`src/rtl/mem_access_master.sv`:
```
// Initiator for a single-port Wr_En/Rd_En memory: queues host requests in a small FIFO,
// runs one memory operation at a time and returns in-order responses with read timeout.
module mem_access_master #(
  parameter int DATA_WIDTH = 32,
  parameter int ADDR_WIDTH = 5,
  parameter int FIFO_DEPTH = 4,
  parameter int TIMEOUT    = 4
) (
  input  logic                  CLK,
  input  logic                  Rst_n,
  input  logic                  req_valid,
  output logic                  req_ready,
  input  logic                  req_write,
  input  logic [ADDR_WIDTH-1:0] req_addr,
  input  logic [DATA_WIDTH-1:0] req_wdata,
  output logic                  rsp_valid,
  input  logic                  rsp_ready,
  output logic                  rsp_write,
  output logic [DATA_WIDTH-1:0] rsp_rdata,
  output logic                  rsp_error,
  output logic                  mem_Wr_En,
  output logic                  mem_Rd_En,
  output logic [ADDR_WIDTH-1:0] mem_Address,
  output logic [DATA_WIDTH-1:0] mem_Data_in,
  input  logic [DATA_WIDTH-1:0] mem_Data_out,
  input  logic                  mem_Valid_out,
  output logic                  busy
);

  localparam int PTR_W = $clog2(FIFO_DEPTH);
  localparam int CNT_W = $clog2(TIMEOUT + 1);
  localparam logic [PTR_W:0]   PTR_INC     = (PTR_W + 1)'(1);
  localparam logic [CNT_W-1:0] CNT_INC     = CNT_W'(1);
  localparam logic [CNT_W-1:0] CNT_TIMEOUT = CNT_W'(TIMEOUT);

  typedef enum logic [1:0] {IDLE, WR, RD, WAIT_RD} state_t;

  state_t                state;
  logic                  fifo_write [FIFO_DEPTH];
  logic [ADDR_WIDTH-1:0] fifo_addr  [FIFO_DEPTH];
  logic [DATA_WIDTH-1:0] fifo_wdata [FIFO_DEPTH];
  logic [PTR_W:0]        wr_ptr;
  logic [PTR_W:0]        rd_ptr;
  logic [CNT_W-1:0]      timeout_cnt;
  logic [CNT_W-1:0]      cnt_next;
  logic                  fifo_empty;
  logic                  fifo_full;
  logic                  push;
  logic                  pop;
  logic                  head_write;
  logic [ADDR_WIDTH-1:0] head_addr;
  logic [DATA_WIDTH-1:0] head_wdata;

  // The extra pointer bit separates full (wrap bits differ) from empty (pointers equal).
  assign fifo_empty = (wr_ptr == rd_ptr);
  assign fifo_full  = (wr_ptr[PTR_W] != rd_ptr[PTR_W]) &&
                      (wr_ptr[PTR_W-1:0] == rd_ptr[PTR_W-1:0]);
  assign req_ready  = !fifo_full;
  assign push       = req_valid && !fifo_full;
  assign pop        = (state == IDLE) && !fifo_empty && (!rsp_valid || rsp_ready);
  assign busy       = !fifo_empty || (state != IDLE) || rsp_valid;

  assign head_write = fifo_write[rd_ptr[PTR_W-1:0]];
  assign head_addr  = fifo_addr[rd_ptr[PTR_W-1:0]];
  assign head_wdata = fifo_wdata[rd_ptr[PTR_W-1:0]];
  assign cnt_next   = timeout_cnt + CNT_INC;

  always_ff @(posedge CLK) begin
    if (push) begin
      fifo_write[wr_ptr[PTR_W-1:0]] <= req_write;
      fifo_addr[wr_ptr[PTR_W-1:0]]  <= req_addr;
      fifo_wdata[wr_ptr[PTR_W-1:0]] <= req_wdata;
    end
  end

  always_ff @(posedge CLK or negedge Rst_n) begin
    if (!Rst_n) begin
      wr_ptr <= '0;
      rd_ptr <= '0;
    end else begin
      if (push) wr_ptr <= wr_ptr + PTR_INC;
      if (pop)  rd_ptr <= rd_ptr + PTR_INC;
    end
  end

  // A response load later in this block overrides the handshake clear on the same edge.
  always_ff @(posedge CLK or negedge Rst_n) begin
    if (!Rst_n) begin
      state       <= IDLE;
      mem_Wr_En   <= 1'b0;
      mem_Rd_En   <= 1'b0;
      mem_Address <= '0;
      mem_Data_in <= '0;
      timeout_cnt <= '0;
      rsp_valid   <= 1'b0;
      rsp_write   <= 1'b0;
      rsp_rdata   <= '0;
      rsp_error   <= 1'b0;
    end else begin
      if (rsp_valid && rsp_ready) begin
        rsp_valid <= 1'b0;
        rsp_write <= 1'b0;
        rsp_rdata <= '0;
        rsp_error <= 1'b0;
      end
      case (state)
        IDLE: begin
          if (pop) begin
            mem_Address <= head_addr;
            mem_Data_in <= head_wdata;
            if (head_write) begin
              mem_Wr_En <= 1'b1;
              state     <= WR;
            end else begin
              mem_Rd_En <= 1'b1;
              state     <= RD;
            end
          end
        end
        WR: begin
          mem_Wr_En <= 1'b0;
          rsp_valid <= 1'b1;
          rsp_write <= 1'b1;
          rsp_rdata <= '0;
          rsp_error <= 1'b0;
          state     <= IDLE;
        end
        RD: begin
          mem_Rd_En   <= 1'b0;
          timeout_cnt <= '0;
          state       <= WAIT_RD;
        end
        WAIT_RD: begin
          if (mem_Valid_out) begin
            rsp_valid <= 1'b1;
            rsp_write <= 1'b0;
            rsp_rdata <= mem_Data_out;
            rsp_error <= 1'b0;
            state     <= IDLE;
          end else begin
            timeout_cnt <= cnt_next;
            if (cnt_next == CNT_TIMEOUT) begin
              rsp_valid <= 1'b1;
              rsp_write <= 1'b0;
              rsp_rdata <= '0;
              rsp_error <= 1'b1;
              state     <= IDLE;
            end
          end
        end
        default: state <= IDLE;
      endcase
    end
  end

endmodule

```
`config.mk`:
```
export PLATFORM = sky130hd
export DESIGN_NAME = mem_access_master
export DESIGN_NICKNAME = d
export VERILOG_FILES = /design/src/rtl/mem_access_master.sv
export SDC_FILE = /design/constraint.sdc
export NUM_CORES = 1
export LEC_CHECK = 0
export BUFFER_PORTS_ARGS = -buffer_cell sky130_fd_sc_hd__buf_2
export CELL_PAD_IN_SITES_DETAIL_PLACEMENT = 1
export CELL_PAD_IN_SITES_GLOBAL_PLACEMENT = 1
export CORE_UTILIZATION = 48
export CTS_CLUSTER_DIAMETER = 100
export DETAILED_ROUTE_END_ITERATION = 12
export GPL_TIMING_DRIVEN = 1
export PLACE_DENSITY_LB_ADDON = 0.1
export SETUP_SLACK_MARGIN = 0.2
export SYNTH_ARGS = -nofsm -noshare
export SYNTH_HDL_FRONTEND = slang
export SYNTH_SLANG_ARGS = --single-unit
```
`constraint.sdc`:
```
create_clock -name CLK -period 3.1 [get_ports CLK]
set_input_delay 0.62 -clock CLK [delete_from_list [all_inputs] [get_ports CLK]]
set_output_delay 0.62 -clock CLK [all_outputs]
set_load 0.02 [all_outputs]
```
==> impl_metrics.py, run 1 <==
metrics = {
    "floorplan": {
        "num_rows": 49,
        "io_pins": 151,
        "coreArea_um2": 18300,
        "die_area_um2": 19500,
        "dieWidth_um": 140,
        "die_h_um": 140,
        "initial_core_util": 0.498,
    },
    "layout": {
        "fin_nets": 684,
        "fill_cells": 1649,
        "finalInstanceArea_um2": 10900,
        "final_cell_count_no_fill": 851,
        "drive_gt1_frac": 0.459,
        "syn2layout_area_growth_pct": 20.4,
        "final_core_util": 0.599,
    },
    "routing": {
        "drt_iter0_drc": 171,
        "first_pass_iters": 5,
        "drc": 0,
        "vias": 4629,
        "via_per_inst": 5.44,
        "post_drt_wl_per_cell_um": 21.3,
        "drt-total-wl_mm": 18.1,
        "ant_nets": 0,
    },
    "critical_path": {
        "worstPathArrival_ns": 1.82,
        "crit_buf_inv": 1,
        "critPathLaunchType": "flip-flop",
        "critical-path-top-delay-family": "flip-flops",
        "crit_type": "reg -> out",
        "max_stage_delay_ns": 0.60,
        "crit_chain": "xor2_1 > nor3_1 > nand3b_1 > buf_2",
        "cpMaxStageDelayCell": "dfrtp_4",
        "cp_max_fo": 14,
        "cp.required_ns": 2.48,
        "cp-end-kind": "primary output",
    },
    "outcome": {
        "outcome": "completed",
    },
    "synthesis": {
        "synth_flop_cell": "edfxtp_1",
        "synthArstFlopShare": 0.359,
        "synth_most_common_cell": "edfxtp_1",
        "synth_common_cells": "152 x edfxtp_1, 85 x dfrtp_1, 37 x mux2_4, 37 x mux4_2, 35 x a22o_1",
        "netlist.area_leader.share": 0.502,
        "syn_inst": 436,
        "yosys_warnings": 0,
        "syn_avg_cell_area_um2": 20.8,
        "ys_types": 36,
        "synth_nets": 518,
        "ys_seq_elements": 237,
        "synthesis.area_um2": 9090,
        "synth_edf_count": 152,
        "yosysTopAreaCell": "edfxtp_1",
        "synth_area_leaders": "edfxtp_1 50%, dfrtp_1 23%, mux4_2 9.2%",
        "ys_seq_area_frac": 0.736,
    },
    "pwr": {
        "vdd_ir_drop_max_uv": 831,
        "cellPowerDensity_nw_per_um2": 1100,
        "p_leak_nw": 4.51,
    },
    "global_route": {
        "grt_pass1_wl_mm": 29.2,
        "use_met1": 0.257,
        "antenna_found_initial": 2,
        "grtUsageTotal": 0.195,
        "grt_max_degree": 50,
        "grt_remaining_overflow": 0,
        "grt_pass1_vias": 5057,
        "use_met2": 0.333,
        "use_met3": 0.0427,
        "busiest_layer": "met2",
    },
    "timing": {
        "tns_ns": 0,
        "rsz0062_at_grt": "no",
        "maxSlewViolCount": 0,
        "setup_violations": 0,
        "finalHoldViolCount": 0,
        "fin_crit_sh": 0.787,
        "slew_headroom": 0.490,
        "whs_ns": 0.176,
        "worstMarginPinSlew_ns": 0.765,
        "fin_skew_ns": 0.0148,
        "fmax_ghz": 0.410,
        "fin_crit_ns": 2.44,
    },
    "placed_design": {
        "dpl.hpwl_mm": 11.2,
        "port_buffers": 150,
        "placed_area_um2": 10100,
        "gp_congestion": 0.747,
        "place_inst": 804,
    },
    "clocking": {
        "clk_path_buf_depth": 3,
        "clock-root-buffer": "clkbuf_16",
        "clkTransAtPathRegs_ns": 0.06,
        "cts_sinks": 237,
        "cts-buffers-inserted": 25,
        "post_cts_buffers": 0,
        "hold_buffers": 0,
        "clk_latency_ns": 0.51,
        "cts_max_level": 1,
        "cts_tree": "yes",
        "postCtsResizedCells": 0,
    },
    "min_path": {
        "hold_path_class": "in -> async",
    },
    "run": {
        "maxCapViolCount": 0,
    },
}
[final timing paths]
| path | slack (ns) | cells past startpoint | end | from |
|---|---|---|---|---|
| worst max-delay path | 0.66 | 4 | busy | rd_ptr[0] |
| worst min-delay path | 0.18 | 1 | timeout_cnt[2] | Rst_n |
| worst max register to register | 0.92 | 4 | fifo_wdata[2][31] | rd_ptr[0] |
| worst min register to register | 0.50 | 1 | rsp_rdata[15] | rsp_rdata[15] |
| max in group asynchronous | 2.23 | 2 | rsp_rdata[21] | Rst_n |
| min in group CLK | 0.32 | 1 | fifo_wdata[0][11] | req_wdata[11] |
[flip-flops by register name (all words and copies together) (netlist names), 2 cells and up]
| name | count |
|---|---|
| fifo_write | 4 |
| timeout_cnt | 3 |
| rsp_rdata | 32 |
| mem_Data_in | 32 |
| wr_ptr | 3 |
| fifo_wdata | 128 |
| mem_Address | 5 |
| state | 2 |
| fifo_addr | 20 |
| rd_ptr | 3 |
[kinds of logic after synthesis]
logic type                 Yosys count  share of synthesized area
AOI/OAI and AO/OA                   49                     0.0478
muxes                               76                      0.157
xor gates and xnor gates            10                     0.0113
DFF                                237                      0.736
and+or+nand+nor                     26                     0.0150
adders and majority gates            7                    0.00963
buffers and inverters               31                     0.0233
[stage by stage]
stage / power (mW) / worst slack (ns)
6_report: 12.0 / 0.661
5_1_grt: 12.6 / 0.535
4_1_cts: 12.2 / 0.620
3_5_place_dp: 9.13 / 0.859
3_3_place_gp: 8.98 / 0.856
2_1_floorplan: 7.99 / 0.642
[where the power goes]
| group | switching [mW] | total [mW] | internal [mW] |
|---|---|---|---|
| Sequential | 0.510 | 4.88 | 4.37 |
| Clock | 1.17 | 3.03 | 1.86 |
| Combinational | 2.14 | 4.12 | 1.97 |
[layout by cell type (no fill, tap or decap), drive strengths merged, types with 3 or more instances in the layout]
cell type / count
ha: 7
mux4: 38
xnor2: 4
bufinv: 4
clkbuf: 31
o21ai: 6
nand2: 9
buf: 162
xor2: 6
a22o: 35
inv: 9
dfrtp: 85
edfxtp: 152
clkinv: 9
and2: 6
mux2: 38
nand2b: 3
[final cells by class]
type / instances / area [um^2] / area share
Timing Repair Buffer: 162 / 893 / 0.0816
Tap cell: 229 / 287 / 0.0262
Inverter: 8 / 30.0 / 0.00274
Clock buffer: 31 / 668 / 0.0610
Multi-Input combinational cell: 168 / 2190 / 0.200
Antenna cell: 1 / 2.50 / 0.000229
Clock inverter: 15 / 175 / 0.0160
Sequential cell: 237 / 6700 / 0.612
[metal layers]
metal / wire length (um) / share of wire
met1: 7630 / 0.42
met2: 9130 / 0.50
met3: 1040 / 0.057
met4: 295 / 0.016
met5: 0 / 0
Power figures use the tool's default switching activity.
==> run 2, diff against run 1 <==
==> constraint.sdc (replaced) <==
create_clock -name CLK -period 2.4 [get_ports CLK]
set_input_delay 0.48 -clock CLK [delete_from_list [all_inputs] [get_ports CLK]]
set_output_delay 0.48 -clock CLK [all_outputs]
set_load 0.02 [all_outputs]
==> impl_metrics.py, run 2 (synthesis gave the netlist of run 1 again) <==
metrics = {
    "floorplan": {
        "initial_core_util": 0.498,
        "num_rows": 49,
        "die_area_um2": 19500,
        "io_pins": 151,
        "die_h_um": 140,
        "coreArea_um2": 18300,
        "dieWidth_um": 140,
    },
    "layout": {
        "fin_nets": 696,
        "final_cell_count_no_fill": 864,
        "multiInputGateArea_um2": 2250,
        "fill_cells": 1605,
        "final_common_cell": "edfxtp_1",
        "drive_gt1_frac": 0.481,
        "most-common-layout-cells": "152 x edfxtp_1, 148 x buf_2, 80 x dfrtp_1, 37 x mux4_2, 37 x mux2_4",
        "largest_reg_flops": 128,
        "regArea_um2": 6700,
        "syn2layout_area_growth_pct": 22.9,
    },
    "global_route": {
        "grtUsageTotal": 0.193,
        "grt_remaining_overflow": 0,
        "grt_pass1_wl_mm": 28.6,
        "use_met1": 0.254,
        "grt_max_degree": 43,
        "busiest_layer": "met2",
        "use_met2": 0.326,
        "grt_pass1_vias": 4971,
        "antenna_found_initial": 1,
        "use_met3": 0.0447,
    },
    "pwr": {
        "combPwrFrac": 0.359,
        "pwr-share-clk": 0.252,
        "p_leak_nw": 4.62,
        "vdd_ir_drop_max_uv": 762,
        "switching_share": 0.320,
        "cellPowerDensity_nw_per_um2": 1440,
        "power.switching_mw": 5.13,
        "internal_power_mw": 10.9,
        "seqPwrFrac": 0.389,
    },
    "clocking": {
        "cts-buffers-inserted": 26,
        "clk_latency_ns": 0.53,
        "clock-root-buffer": "clkbuf_16",
        "cts_sinks": 237,
        "clk_path_buf_depth": 3,
        "cts_max_level": 1,
        "cts_tree": "yes",
        "clkTransAtPathRegs_ns": 0.06,
    },
    "routing": {
        "drt-total-wl_mm": 18.7,
        "post_drt_wl_per_cell_um": 21.7,
        "ant_nets": 0,
        "via_per_inst": 5.44,
        "drc": 0,
        "drt_iter0_drc": 157,
        "first_pass_iters": 4,
        "vias": 4700,
    },
    "critical_path": {
        "rrSetupSlack_ns": 0.39,
        "cp_max_fo": 5,
        "worstPathArrival_ns": 1.66,
        "r2r_cells": 5,
        "cp.required_ns": 1.92,
        "regToRegEndpoint": "fifo_wdata[3][17]",
        "r2r-start": "rd_ptr[0]",
        "startpoint": "rd_ptr[0]",
        "endpoint": "req_ready",
        "cp-end-kind": "primary output",
        "crit_type": "reg -> out",
        "critPathLaunchType": "flip-flop",
    },
    "placed_design": {
        "dpl.hpwl_mm": 11.1,
        "port_buffers": 150,
        "gp_congestion": 0.729,
        "place_inst": 805,
    },
    "timing": {
        "whs_ns": 0.165,
        "rsz0062_at_grt": "no",
        "maxSlewViolCount": 0,
        "tns_ns": 0,
        "fin_skew_ns": 0.00752,
        "finalHoldViolCount": 0,
        "setup_violations": 0,
        "fin_crit_sh": 0.891,
        "fmax_ghz": 0.468,
        "fin_crit_ns": 2.14,
        "slew_headroom": 0.232,
        "worstMarginPinSlew_ns": 1.15,
    },
    "run": {
        "maxCapViolCount": 0,
    },
    "min_path": {
        "hold_path_class": "in -> reg",
    },
    "outcome": {
        "outcome": "completed",
    },
}
[run 2: changes by cell type in the layout (fill, tap and decap cells not counted), sizes merged]
cell / change
buf: +10
bufinv: -1
clkbuf: +1
clkinv: +3
clkinvlp: -1
dlygate4sd3: +1
[run 2: metal layers]
layer,vias up,part of all wire
li1,2089,-
met5,-,0.00069
met2,147,0.50
met4,2,0.018
met3,27,0.054
met1,2435,0.42
[run 2: what timing repair did]
item	in CTS	in global routing
hold buffers	1	0
endpoints found under the setup margin	2	2
buffers inserted	0	9
pin swaps	0	3
hold endpoints to repair	35	0
resized for setup	3	9
[run 2: metrics by stage]
| stage | util | setup WS, ns | area, um^2 | total power [mW] |
|---|---|---|---|---|
| after floorplan | - | 0.356 | 9090 | 10.3 |
| after global placement | 0.554 | 0.477 | 10100 | 11.6 |
| after detailed placement | 0.554 | 0.424 | 10100 | 11.8 |
| after CTS | 0.604 | 0.162 | 11000 | 16.0 |
| after global routing | 0.611 | 0.199 | 11200 | 16.8 |
| final | 0.611 | 0.261 | 11200 | 16.0 |
[run 2: power by group through the flow]
| stage | Combinational [mW] | Clock [mW] | Sequential (mW) |
|---|---|---|---|
| 6_report | 5.76 | 4.04 | 6.24 |
| 5_1_grt | 6.16 | 4.27 | 6.36 |
| 4_1_cts | 5.60 | 4.12 | 6.28 |
| 3_5_place_dp | 5.53 | 0 | 6.32 |
| 3_3_place_gp | 5.40 | 0 | 6.24 |
| 2_1_floorplan | 3.51 | 0 | 6.79 |
[run 2: how the worst min path moves through the flow]
stage,endpoint,startpoint,cells past startpoint
floorplan,mem_Address[0],Rst_n,0
global placement,rsp_rdata[20],rsp_rdata[20],1
detailed placement,rsp_rdata[10],rsp_rdata[10],1
CTS,fifo_wdata[2][6],req_wdata[6],1
global route,fifo_wdata[3][6],req_wdata[6],1
finish,fifo_wdata[2][6],req_wdata[6],1
[run 2: critical path, cell delays in order, from the launching register on]
cell and delay (ns):
dfrtp_4 0.52, buf_12 0.15, xnor2_4 0.19, nand3_1 0.09, buf_2 0.18
[run 2: final cells by class]
cell class,instances,share of cell area
antenna,1,0.000224
inverter,8,0.00269
sequential,237,0.600
tap,229,0.0257
multi-input combinational,168,0.201
timing repair buffer,173,0.0904
clock inverter,16,0.0149
clock buffer,32,0.0649
